$ cat config.mk
export PLATFORM = sky130hd
export DESIGN_NAME = hazard_controller
export DESIGN_NICKNAME = d
export VERILOG_FILES = /design/src/rtl/hazard_pkg.sv /design/src/rtl/pending_dest_pipe.sv /design/src/rtl/hazard_controller.sv
export SDC_FILE = /design/constraint.sdc
export NUM_CORES = 1
export LEC_CHECK = 0
export BUFFER_PORTS_ARGS = -buffer_cell sky130_fd_sc_hd__buf_2
export CORE_MARGIN = 4
export CORE_UTILIZATION = 43
export CTS_CLUSTER_DIAMETER = 120
export DETAILED_ROUTE_END_ITERATION = 7
export SLEW_MARGIN = 20
export SYNTH_ARGS = -nofsm -noshare
export SYNTH_HDL_FRONTEND = slang
export SYNTH_SLANG_ARGS = --single-unit
export TNS_END_PERCENT = 30
$ cat constraint.sdc
create_clock -name clk -period 4 [get_ports clk]
set_input_delay 0.2 -clock clk [delete_from_list [all_inputs] [get_ports clk]]
set_output_delay 0.2 -clock clk [all_outputs]
set_load 0.01 [all_outputs]
$ cat src/rtl/hazard_pkg.sv
`default_nettype none
// ============================================================================
// Module   : hazard_pkg
// Purpose  : Shared types for the hazard controller and its scoreboard.
// Revision : 1.0
// ============================================================================
package hazard_pkg;

  localparam int REG_IDX_W = 4;

  typedef enum logic [0:0] {
    RUN   = 1'b0,
    FLUSH = 1'b1
  } hz_state_e;

  typedef struct packed {
    logic                 valid;
    logic [REG_IDX_W-1:0] dest;
  } sb_entry_t;

endpackage : hazard_pkg
`default_nettype wire

$ cat src/rtl/pending_dest_pipe.sv
`default_nettype none
// ============================================================================
// Module   : pending_dest_pipe
// Purpose  : Shift register of in-flight write destinations with two compare ports.
// Revision : 1.0
// ============================================================================
module pending_dest_pipe
  import hazard_pkg::*;
#(
  parameter int DEPTH = 3
) (
  input  logic                 clk,
  input  logic                 reset,
  input  logic                 shift_i,
  input  logic                 load_valid_i,
  input  logic [REG_IDX_W-1:0] load_dest_i,
  input  logic [REG_IDX_W-1:0] cmp_a_i,
  input  logic [REG_IDX_W-1:0] cmp_b_i,
  output logic                 hit_a_o,
  output logic                 hit_b_o
);

  sb_entry_t [DEPTH-1:0] pipe_q;
  sb_entry_t [DEPTH-1:0] pipe_d;
  logic      [DEPTH-1:0] w_hit_a;
  logic      [DEPTH-1:0] w_hit_b;

  always_comb begin
    pipe_d = pipe_q;
    if (shift_i) begin
      pipe_d[0].valid = load_valid_i;
      pipe_d[0].dest  = load_dest_i;
      for (int i = 1; i < DEPTH; i++) begin
        pipe_d[i] = pipe_q[i-1];
      end
    end
  end

  always_ff @(posedge clk) begin
    if (reset) begin
      pipe_q <= '0;
    end else begin
      pipe_q <= pipe_d;
    end
  end

  // The oldest entry is still compared: its write-back lands at the end of this cycle.
  for (genvar g = 0; g < DEPTH; g++) begin : g_cmp
    assign w_hit_a[g] = pipe_q[g].valid && (pipe_q[g].dest == cmp_a_i);
    assign w_hit_b[g] = pipe_q[g].valid && (pipe_q[g].dest == cmp_b_i);
  end

  assign hit_a_o = |w_hit_a;
  assign hit_b_o = |w_hit_b;

endmodule : pending_dest_pipe
`default_nettype wire

$ cat src/rtl/hazard_controller.sv
`default_nettype none
// ============================================================================
// Module   : hazard_controller
// Purpose  : RAW stall, jump flush and memory freeze control for an in-order pipeline.
// Revision : 1.0
// ============================================================================
module hazard_controller
  import hazard_pkg::*;
#(
  parameter int PIPE_DEPTH   = 3,
  parameter int FLUSH_CYCLES = 2,
  parameter int MEM_TIMEOUT  = 64
) (
  input  logic                 clk,
  input  logic                 reset,
  input  logic                 id_valid,
  input  logic [REG_IDX_W-1:0] id_src_a,
  input  logic [REG_IDX_W-1:0] id_src_b,
  input  logic                 id_uses_a,
  input  logic                 id_uses_b,
  input  logic [REG_IDX_W-1:0] id_dest,
  input  logic                 id_reg_write,
  input  logic                 ex_branch_taken,
  input  logic                 mem_req,
  input  logic                 mem_ready,
  output logic                 stall_if,
  output logic                 stall_id,
  output logic                 bubble_ex,
  output logic                 flush_id,
  output logic                 freeze,
  output logic                 mem_timeout
);

  localparam int FCNT_W = $clog2(FLUSH_CYCLES + 1);
  localparam int TCNT_W = $clog2(MEM_TIMEOUT + 1);
  localparam logic [FCNT_W-1:0] FLUSH_FIRST = FCNT_W'(1);
  localparam logic [FCNT_W-1:0] FLUSH_LAST  = FCNT_W'(FLUSH_CYCLES - 1);
  localparam logic [TCNT_W-1:0] TCNT_MAX    = TCNT_W'(MEM_TIMEOUT);

  hz_state_e          state_q, state_d;
  logic [FCNT_W-1:0]  fcnt_q, fcnt_d;
  logic [TCNT_W-1:0]  tcnt_q, tcnt_d;
  logic               mem_timeout_q, mem_timeout_d;

  logic w_flush_active;
  logic w_hazard;
  logic w_issue;
  logic w_hit_a;
  logic w_hit_b;

  assign freeze         = mem_req && !mem_ready;
  assign w_flush_active = ((state_q == RUN) && ex_branch_taken) || (state_q == FLUSH);
  assign w_hazard       = id_valid && ((id_uses_a && w_hit_a) || (id_uses_b && w_hit_b));
  assign w_issue        = id_valid && id_reg_write && !w_flush_active && !w_hazard && !freeze;
  assign mem_timeout    = mem_timeout_q;

  pending_dest_pipe #(
    .DEPTH (PIPE_DEPTH)
  ) u_pending_dest_pipe (
    .clk          (clk),
    .reset        (reset),
    .shift_i      (!freeze),
    .load_valid_i (w_issue),
    .load_dest_i  (id_dest),
    .cmp_a_i      (id_src_a),
    .cmp_b_i      (id_src_b),
    .hit_a_o      (w_hit_a),
    .hit_b_o      (w_hit_b)
  );

  // The triggering cycle counts as the first flush cycle, so FLUSH starts at 1.
  always_comb begin
    state_d = state_q;
    fcnt_d  = fcnt_q;
    if (!freeze) begin
      if (ex_branch_taken) begin
        if (FLUSH_CYCLES > 1) begin
          state_d = FLUSH;
          fcnt_d  = FLUSH_FIRST;
        end else begin
          state_d = RUN;
          fcnt_d  = '0;
        end
      end else if (state_q == FLUSH) begin
        if (fcnt_q >= FLUSH_LAST) begin
          state_d = RUN;
          fcnt_d  = '0;
        end else begin
          fcnt_d = fcnt_q + 1'b1;
        end
      end
    end
  end

  always_comb begin
    tcnt_d = '0;
    if (freeze) begin
      tcnt_d = (tcnt_q == TCNT_MAX) ? tcnt_q : tcnt_q + 1'b1;
    end
    mem_timeout_d = mem_timeout_q || (tcnt_d == TCNT_MAX);
  end

  always_ff @(posedge clk) begin
    if (reset) begin
      state_q       <= RUN;
      fcnt_q        <= '0;
      tcnt_q        <= '0;
      mem_timeout_q <= 1'b0;
    end else begin
      state_q       <= state_d;
      fcnt_q        <= fcnt_d;
      tcnt_q        <= tcnt_d;
      mem_timeout_q <= mem_timeout_d;
    end
  end

  // Priority: freeze, then flush, then RAW hazard.
  always_comb begin
    stall_if  = 1'b0;
    stall_id  = 1'b0;
    bubble_ex = 1'b0;
    flush_id  = 1'b0;
    if (!reset) begin
      if (freeze) begin
        stall_if = 1'b1;
        stall_id = 1'b1;
      end else if (w_flush_active) begin
        flush_id  = 1'b1;
        bubble_ex = 1'b1;
      end else if (w_hazard) begin
        stall_if  = 1'b1;
        stall_id  = 1'b1;
        bubble_ex = 1'b1;
      end
    end
  end

endmodule : hazard_controller
`default_nettype wire

==> results.tsv, run 1 <==
metric	value	unit
Buf/Inv on CP	1	
Unique masters post-synth	33	
critical path capture point type	output port	
Die Wd	66.10	um
DRC violations left	0	
P_sw	128.6	uW
switching share of power	24.33	%
die area	4369	um2
Worst Setup Start Kind	flop	
vias in the first global route	1155	
flop2flop setup slack	2260	ps
Synth Area in Simple Gates	27.59	%
sequential power share	52.7	%
gp weighted congestion	0.8007	
total track usage	15.34	%
Power, Total	528.4	uW
Post-Syn Area	1451	um2
post-layout net count	228	
root buffer cell	clkbuf_4	
DP HPWL	2.425	mm
Comb pwr share	13.1	%
Final Hold Vio Count	0	
clock skew	3.880	ps
maximum clock rate	0.4745	GHz
Post-Synth Adder-Cell Area	3.448	%
design area	1644	um2
hold buffers post-CTS	0	
CP max stage cell	dfxtp_1	
H-Tree Depth	1	
Worst EP required	3800	ps
fin crit period	2108	ps
Rel. slew slack	56.95	%
Initial Util	46.40	%
R2R depth	7	
Port Buffers	26	
CTS tree	built	
clk sinks	26	
Post-synth EDFFs	0	
critical path's most frequent cell	o21ai_1	
final wirelength	3.084	mm
initial antenna violation count	0	
Num CTS Buffers	3	
Pint	399.8	uW
core area	3128	um2
worst slew pin tran	645.7	ps
share of cells above drive strength 1	17.82	%
Clock Pin Slew Worst Setup and Hold Paths	140	ps
max_cap viols	0	
fin crit share	52.69	%
Final Util	52.56	%
status	finished, final reports clean	
n_diodes	0	
ANT nets after route	0	
CP max stage delay	460	ps
Max Fanout on Critical Path	4	
post-synthesis async set-or-reset flop share	0	%
Rows	20	
Final Slew Violations	0	
static leakage	0.6497	nW
placed cell area	1592	um2
PD cells	321.4	nW/um2
Via density	5.033	
TNS Setup	0	ps
flop and latch count out of synthesis	26	
clock share of power	34.2	%
Worst path top cell family by delay	simple AND/OR/NAND/NOR gates	
crit path DAT	1910	ps
die height	66.10	um
# IOs	27	
first-pass GRT wire length	5.216	mm
largest net degree at the start of global routing	24	
Hold Path Class	primary input to flop	
Routed wire per std cell	12.54	um
Post-Synth XOR/XNOR Area	18.10	%
clock buffer depth	2	
Synth Area in Compound Gates	10.60	%
ys flop type	dfxtp_1	
Net Count, Synth	206	
sequential area share after synthesis	35.86	%
drt first-iter violations	46	
yosys synthesis warning count	0	
mux cell area share after synthesis	0	%
Post-Syn Instances	181	
vias post-DR	1238	
RSZ-0062 raised after global routing	false	
Syn Area/Cell	8.019	um2
VDD IR-drop max	0.1894	mV
critical path class	flop to output port	
First-pass DRT Iterations	4	
Setup Viol. Count Final	0	
worst skew pair latency	320	ps
main combinational cell family by area after synthesis	simple AND/OR/NAND/NOR gates	
Resized cells post-CTS	0	
worst min-delay path startpoint	id_dest[0]	
reg-to-reg endpoint	mem_timeout	
hold depth	3	
grt ovf	0	
WHS Endpoint	u_pending_dest_pipe.pipe_q[0]	
reg-to-reg startpoint	tcnt_q[0]	
setup bufs post-CTS	0	
critical-path cell list	xor2_1 -> nor3_1 -> nand4_1 -> o21ai_1 -> nor4_4 -> o21ai_1 -> buf_2	
Synth-to-Final Area Change	13.28	%
[cells in the mapped netlist (2+ instances only)]
library cell / number / area [um2]
nand2b_1: 3 / 18.77
xnor2_1: 16 / 140.1
ha_1: 4 / 50.05
o21ai_1: 4 / 20.02
and3_1: 2 / 12.51
xor2_1: 14 / 122.6
nor3_1: 6 / 30.03
nand2_1: 32 / 120.1
buf_2: 3 / 15.01
nand4_1: 4 / 25.02
nand3_1: 8 / 40.04
and2_1: 2 / 12.51
buf_4: 2 / 15.01
dfxtp_1: 26 / 520.5
nor2_1: 12 / 45.04
nor4_1: 3 / 18.77
inv_1: 4 / 15.01
a21oi_1: 19 / 95.09
clkbuf_1: 3 / 11.26
[cell usage in the layout, fill, tap and decap left out, drive strengths merged]
cell / synthesis / final
a211o: 1 / 1
a21oi: 19 / 19
a22o: 1 / 1
and2: 2 / 2
and3: 3 / 3
buf: 6 / 26
bufinv: 0 / 1
clkbuf: 3 / 3
dfxtp: 26 / 26
ha: 4 / 4
inv: 5 / 5
nand2: 32 / 32
nand2b: 3 / 3
nand3: 9 / 9
nand4: 4 / 4
nand4b: 1 / 1
nor2: 12 / 12
nor3: 6 / 6
nor3b: 1 / 1
nor4: 5 / 5
o211ai: 1 / 1
o21ai: 6 / 6
or3: 1 / 1
xnor2: 16 / 16
xor2: 14 / 14
[how the worst max path moves through the flow]
stage / slack [ps] / to / startpoint / cells past startpoint
after detailed placement: 1990 / bubble_ex / mem_ready / 6
after global routing: 1740 / stall_if / u_pending_dest_pipe.pipe_q[7] / 6
after global placement: 2070 / bubble_ex / mem_ready / 6
after CTS: 1880 / stall_id / u_pending_dest_pipe.pipe_q[2] / 7
after floorplan: 2360 / stall_if / u_pending_dest_pipe.pipe_q[6] / 5
final: 1890 / stall_id / u_pending_dest_pipe.pipe_q[0] / 7
[metrics by stage]
| stage | hold WS (ps) | worst slack (ps) | instances |
|---|---|---|---|
| after floorplan | 340.5 | 2364 | 181 |
| after global placement | 447.5 | 2066 | 242 |
| after detailed placement | 449.4 | 1994 | 242 |
| after CTS | 80.36 | 1877 | 246 |
| after global routing | 87.14 | 1738 | 246 |
| final | 97.00 | 1892 | 246 |
[cell type report]
| type | count | area [um2] |
|---|---|---|
| clock buffers | 3 | 22.52 |
| clock inverters | 1 | 30.03 |
| fillers | 312 | 1484 |
| inverters | 5 | 18.77 |
| multi-input cells | 141 | 867.1 |
| flip-flops and latches | 26 | 520.5 |
| well taps | 44 | 55.05 |
| repair buffers | 26 | 130.1 |
[power groups by stage]
| stage | Clock (mW) | Sequential [mW] | Combinational, mW |
|---|---|---|---|
| 3_3_place_gp | 0 | 0.284 | 0.0674 |
| 4_1_cts | 0.188 | 0.279 | 0.0700 |
| 3_5_place_dp | 0 | 0.284 | 0.0696 |
| 5_1_grt | 0.195 | 0.280 | 0.0783 |
| 6_report | 0.181 | 0.278 | 0.0694 |
| 2_1_floorplan | 0 | 0.280 | 0.0469 |
[registers in the layout (all words and copies together) (netlist names)]
signal,cells
fcnt_q,2
mem_timeout,1
state_q,1
tcnt_q,7
u_pending_dest_pipe.pipe_q,15
[worst min-delay path, cell delays in order]
cell and delay, ps:
buf_2 90, nand2_1 40, a21oi_1 50
[cell families after synthesis]
group	Yosys count
fa+ha+maj	4
flops	26
simple gates	79
buf+inv	14
xor+xnor	30
compound gates	28
[per-layer routing]
metal	GRT usage (%)	share of wire [%]
met1	21.93	51
met2	23.92	43
met3	2.891	4.9
met5	0	0
met4	3.046	0.68
Power figures use the tool's default switching activity.
==> run 2: changes to the inputs <==
Clock period 4 ns to 2 ns, I/O delays scaled along.
==> results.tsv, run 2 (synthesis results as in run 1) <==
metric	value	unit
vias in the first global route	1282	
most common cell after layout, fill and taps aside	nand2_1	
largest net degree at the start of global routing	24	
Worst Hold Slack	32.86	ps
H-Tree Depth	1	
final wirelength	3.162	mm
CTS tree	built	
clk sinks	26	
post-layout net count	233	
Final Hold Vio Count	0	
RSZ-0062 raised after global routing	false	
Die Wd	66.10	um
fin crit share	92.27	%
Initial Util	46.40	%
share of cells above drive strength 1	21.26	%
clock buffer depth	2	
die height	66.10	um
Rows	20	
setup bufs post-CTS	0	
Rel. slew slack	72.52	%
initial antenna violation count	0	
max FFs per register	15	
fin crit period	1845	ps
# fillers	332	
maximum clock rate	0.5419	GHz
Largest regs	u_pending_dest_pipe.pipe_q (15), tcnt_q (7), fcnt_q (2)	
TNS Setup	0	ps
Worst EP required	1900	ps
max_cap viols	0	
Hold Path Class	primary input to flop	
First-pass DRT Iterations	4	
Setup Viol. Count Final	0	
Final Util	55.20	%
ANT nets after route	0	
core area	3128	um2
design area	1727	um2
drt first-iter violations	64	
DRC violations left	0	
Top reg by flops	u_pending_dest_pipe.pipe_q	
status	finished, final reports clean	
worst skew pair latency	320	ps
vias post-DR	1254	
VDD IR-drop max	0.3644	mV
Max Fanout on Critical Path	4	
Synth-to-Final Area Change	18.97	%
# IOs	27	
n_diodes	0	
worst slew pin tran	412.2	ps
placed cell area	1599	um2
root buffer cell	clkbuf_4	
critical path class	flop to output port	
Final Slew Violations	0	
Via density	4.996	
Worst Setup Start Kind	flop	
DP HPWL	2.349	mm
first-pass GRT wire length	5.616	mm
grt ovf	0	
total track usage	16.23	%
Port Buffers	26	
Num CTS Buffers	3	
crit path DAT	1750	ps
Routed wire per std cell	12.60	um
most frequent cells in the layout	32 x nand2_1, 26 x buf_2, 23 x dfxtp_1, 19 x a21oi_1, 16 x xnor2_1	
critical path capture point type	output port	
PD cells	618.3	nW/um2
static leakage	0.6760	nW
die area	4369	um2
Clock Pin Slew Worst Setup and Hold Paths	150	ps
gp weighted congestion	0.9303	
clock skew	9.761	ps
run 2: area by class of cell:
type	instances	area, um2	area share [%]
flip-flops and latches	26	531.8	30.80
clock buffers	3	22.52	1.304
inverters	5	18.77	1.087
multi-input cells	141	890.9	51.59
clock inverters	1	30.03	1.739
well taps	44	55.05	3.188
repair buffers	31	177.7	10.29
run 2: routing by layer:
| layer | up-vias | routed length [um] | global-route usage (%) |
|---|---|---|---|
| met5 | - | 0 | 0 |
| met3 | 4 | 162 | 4.422 |
| met1 | 561 | 1506 | 20.71 |
| met4 | 0 | 31 | 3.046 |
| li1 | 660 | - | - |
| met2 | 29 | 1462 | 27.39 |
run 2: worst paths after layout:
| kind | endpoint | depth (start not counted) | start | slack [ps] |
|---|---|---|---|---|
| min reg2reg | u_pending_dest_pipe.pipe_q[14] | 2 | u_pending_dest_pipe.pipe_q[14] | 490 |
| min | state_q | 3 | ex_branch_taken | 30 |
| max | bubble_ex | 7 | u_pending_dest_pipe.pipe_q[0] | 150 |
| max reg2reg | mem_timeout | 7 | tcnt_q[0] | 300 |
run 2: timing repair:
action	in CTS	in global routing
hold endpoints to repair	4	0
endpoints found under the setup margin	0	3
hold buffers	4	0
gates resized for setup	0	10
run 2: power breakdown:
group / internal [mW] / switching [mW]
Sequential: 0.533 / 0.0217
Clock: 0.203 / 0.157
Combinational: 0.0698 / 0.0832
run 2: critical path: stages (launching register included):
cell     delay (ps)
dfxtp_4         390
xor2_1          150
nor3_1           70
nand4_1          80
o21ai_1         100
nor4_4          360
a21oi_1         120
buf_2           150
run 2: stage by stage:
step                      setup slack [ps]  power (mW)  std cells
final                                154.6       1.068        251
after global routing                0.2072       1.125        251
after CTS                            35.19       1.077        251
after detailed placement             312.7      0.7097        243
after global placement               390.2      0.7051        243
after floorplan                      463.8      0.6546        181
==> run 3: changes to the inputs <==
Settings changed: SYNTH_HIERARCHICAL set to 1.
==> results.tsv, run 3 <==
metric	value	unit
Yosys top cell area share	35.05	%
dominant cells by area after synthesis	dfxtp_1 35%, xor2_1 12%, mux2i_1 11%	
Syn Area/Cell	8.947	um2
Top reg by flops	u_pending_dest_pipe/pipe_q	
Post-Syn Area	1485	um2
post-layout net count	221	
RSZ-0062 raised after global routing	true	
ys flop type	dfxtp_1	
hold depth	3	
R2R depth	11	
vias in the first global route	1229	
sequential power share	60.3	%
die area	4458	um2
grt ovf	0	
Unique masters post-synth	32	
most instantiated cells after synthesis	26 x dfxtp_1, 24 x nor2_1, 20 x xor2_1, 16 x mux2i_1, 13 x nor3_1	
max_cap viols	0	
ANT nets after route	0	
vias post-DR	1202	
Die Wd	66.77	um
largest net degree at the start of global routing	22	
Worst EP required	1900	ps
Final Slew Violations	0	
failing checks	setup timing	
First-pass DRT Iterations	4	
Post-Syn Instances	166	
share of cells above drive strength 1	28.35	%
Synth-to-Final Area Change	16.43	%
worst skew pair latency	310	ps
Rel. slew slack	74.22	%
worst slew pin tran	383.8	ps
slack of the critical path	-7.203	ps
placed insts	234	
Port Buffers	26	
sequential area share after synthesis	35.05	%
switching share of power	26.41	%
total track usage	14.59	%
Net Count, Synth	191	
critical path class	flop to output port	
initial antenna violation count	0	
Layout Cells excl Fill	240	
clock share of power	22.8	%
CTS tree	built	
P_sw	243.5	uW
Largest regs	u_pending_dest_pipe/pipe_q (15), tcnt_q (7), fcnt_q (2)	
H-Tree Depth	1	
TNS Setup	-7.203	ps
Post-synth EDFFs	0	
multi-input logic area	929.6	um2
Hold Path Class	primary input to flop	
Comb pwr share	16.9	%
DP HPWL	2.278	mm
die height	66.77	um
Initial Util	44.51	%
VDD IR-drop max	0.3115	mV
root buffer cell	clkbuf_4	
clk sinks	26	
PD cells	533.2	nW/um2
final wirelength	3.007	mm
Register Area	536.8	um2
Setup Viol. Count Final	1	
Final Util	51.82	%
fin crit period	2007	ps
clock skew	1.599	ps
Worst Setup Start Kind	flop	
Final Hold Vio Count	0	
maximum clock rate	0.4982	GHz
# IOs	27	
Pint	678.6	uW
Routed wire per std cell	12.53	um
core area	3337	um2
max FFs per register	15	
post-synthesis async set-or-reset flop share	0	%
Num CTS Buffers	3	
first-pass GRT wire length	4.968	mm
hold buffers post-CTS	0	
gp weighted congestion	0.8079	
Via density	5.008	
most frequent cells in the layout	26 x buf_2, 24 x nor2_1, 20 x xor2_1, 17 x dfxtp_1, 16 x mux2i_1	
n_diodes	0	
flop and latch count out of synthesis	26	
Rows	21	
static leakage	0.8094	nW
Yosys top cell by area	dfxtp_1	
Max Fanout on Critical Path	4	
status	complete, but fails checks	
design area	1729	um2
Clock Pin Slew Worst Setup and Hold Paths	130	ps
placed cell area	1635	um2
drt first-iter violations	38	
fin crit share	100.4	%
most common cell after layout, fill and taps aside	buf_2	
yosys synthesis warning count	6	
clock buffer depth	2	
critical path capture point type	output port	
DRC violations left	0	
crit path DAT	1910	ps
# fillers	335	
count leader, synth	dfxtp_1	
Setup WS pre-CTS	307.2	ps
==> run 3: cell count changes in the layout (fill, tap and decap cells not counted), moves of 3 or more <==
cell	change
xnor2_1	-7
buf_4	+3
mux2i_1	+16
nor3_1	+5
o21ai_1	-3
nor4_2	-3
dfxtp_2	+7
dfxtp_1	-6
dlygate4sd3_1	-4
nor2_1	+12
nand2_1	-25
xor2_1	+7
a21oi_1	-15
==> run 3: timing repair <==
item | in CTS | in global routing
pin swaps | 0 | 6
hold endpoints to repair | 0 | 0
endpoints found under the setup margin | 1 | 4
buffers inserted | 1 | 2
gates resized for setup | 0 | 18
==> run 3: cell type report <==
class | instances | area share, %
multi-input cells | 129 | 53.76
flip-flops and latches | 26 | 31.04
repair buffers | 30 | 9.262
well taps | 46 | 3.329
clock buffers | 3 | 1.302
inverters | 6 | 1.302
==> run 3: worst paths after layout <==
check                                     start                             to  slack (ps)
setup reg to reg  u_pending_dest_pipe/pipe_q[6]  u_pending_dest_pipe/pipe_q[4]         160
hold reg to reg                     mem_timeout                    mem_timeout         480
setup / recovery  u_pending_dest_pipe/pipe_q[0]                      bubble_ex          -7
hold / removal                       id_dest[3]  u_pending_dest_pipe/pipe_q[3]          20
==> run 3: through the flow <==
stage / total power [mW] / hold slack [ps]
final: 0.9221 / 17.93
after global routing: 0.9846 / 14.71
after CTS: 0.9313 / 4.168
after detailed placement: 0.7166 / 343.7
after global placement: 0.7121 / 333.5
after floorplan: 0.6621 / 169.1
==> run 3: cell families after synthesis <==
family | count (synthesis) | synth area share, %
and+or+nand+nor | 66 | 22.58
xor gates and xnor gates | 29 | 17.10
DFF | 26 | 35.05
muxes | 16 | 10.78
AOI/OAI and AO/OA | 14 | 6.572
buffers and inverters | 11 | 4.549
adders and majority gates | 4 | 3.370
==> run 3: metal layers <==
metal / vias up / GRT usage [%] / wire length [um]
li1: 627 / - / -
met1: 551 / 14.85 / 1264
met2: 22 / 28.22 / 1626
met3: 2 / 3.035 / 94
met4: 0 / 6.091 / 21
met5: - / 0 / 0
==> run 3: power by group through the flow <==
| stage | combinational (mW) | clock, mW | sequential (mW) |
|---|---|---|---|
| finish | 0.156 | 0.210 | 0.556 |
| floorplan | 0.0997 | 0 | 0.562 |
| global placement | 0.146 | 0 | 0.566 |
| global route | 0.175 | 0.250 | 0.560 |
| detailed placement | 0.149 | 0 | 0.567 |
| CTS | 0.150 | 0.226 | 0.556 |
==> run 3: worst max-delay path, stage by stage (launching register included) <==
cell     delay [ps]
dfxtp_2         360
xor2_1          160
nor3_1          180
nand3_1         100
nand3_1         120
a22oi_2          90
nor2b_2         180
nor3_1           70
nor3_1          170
buf_2           170
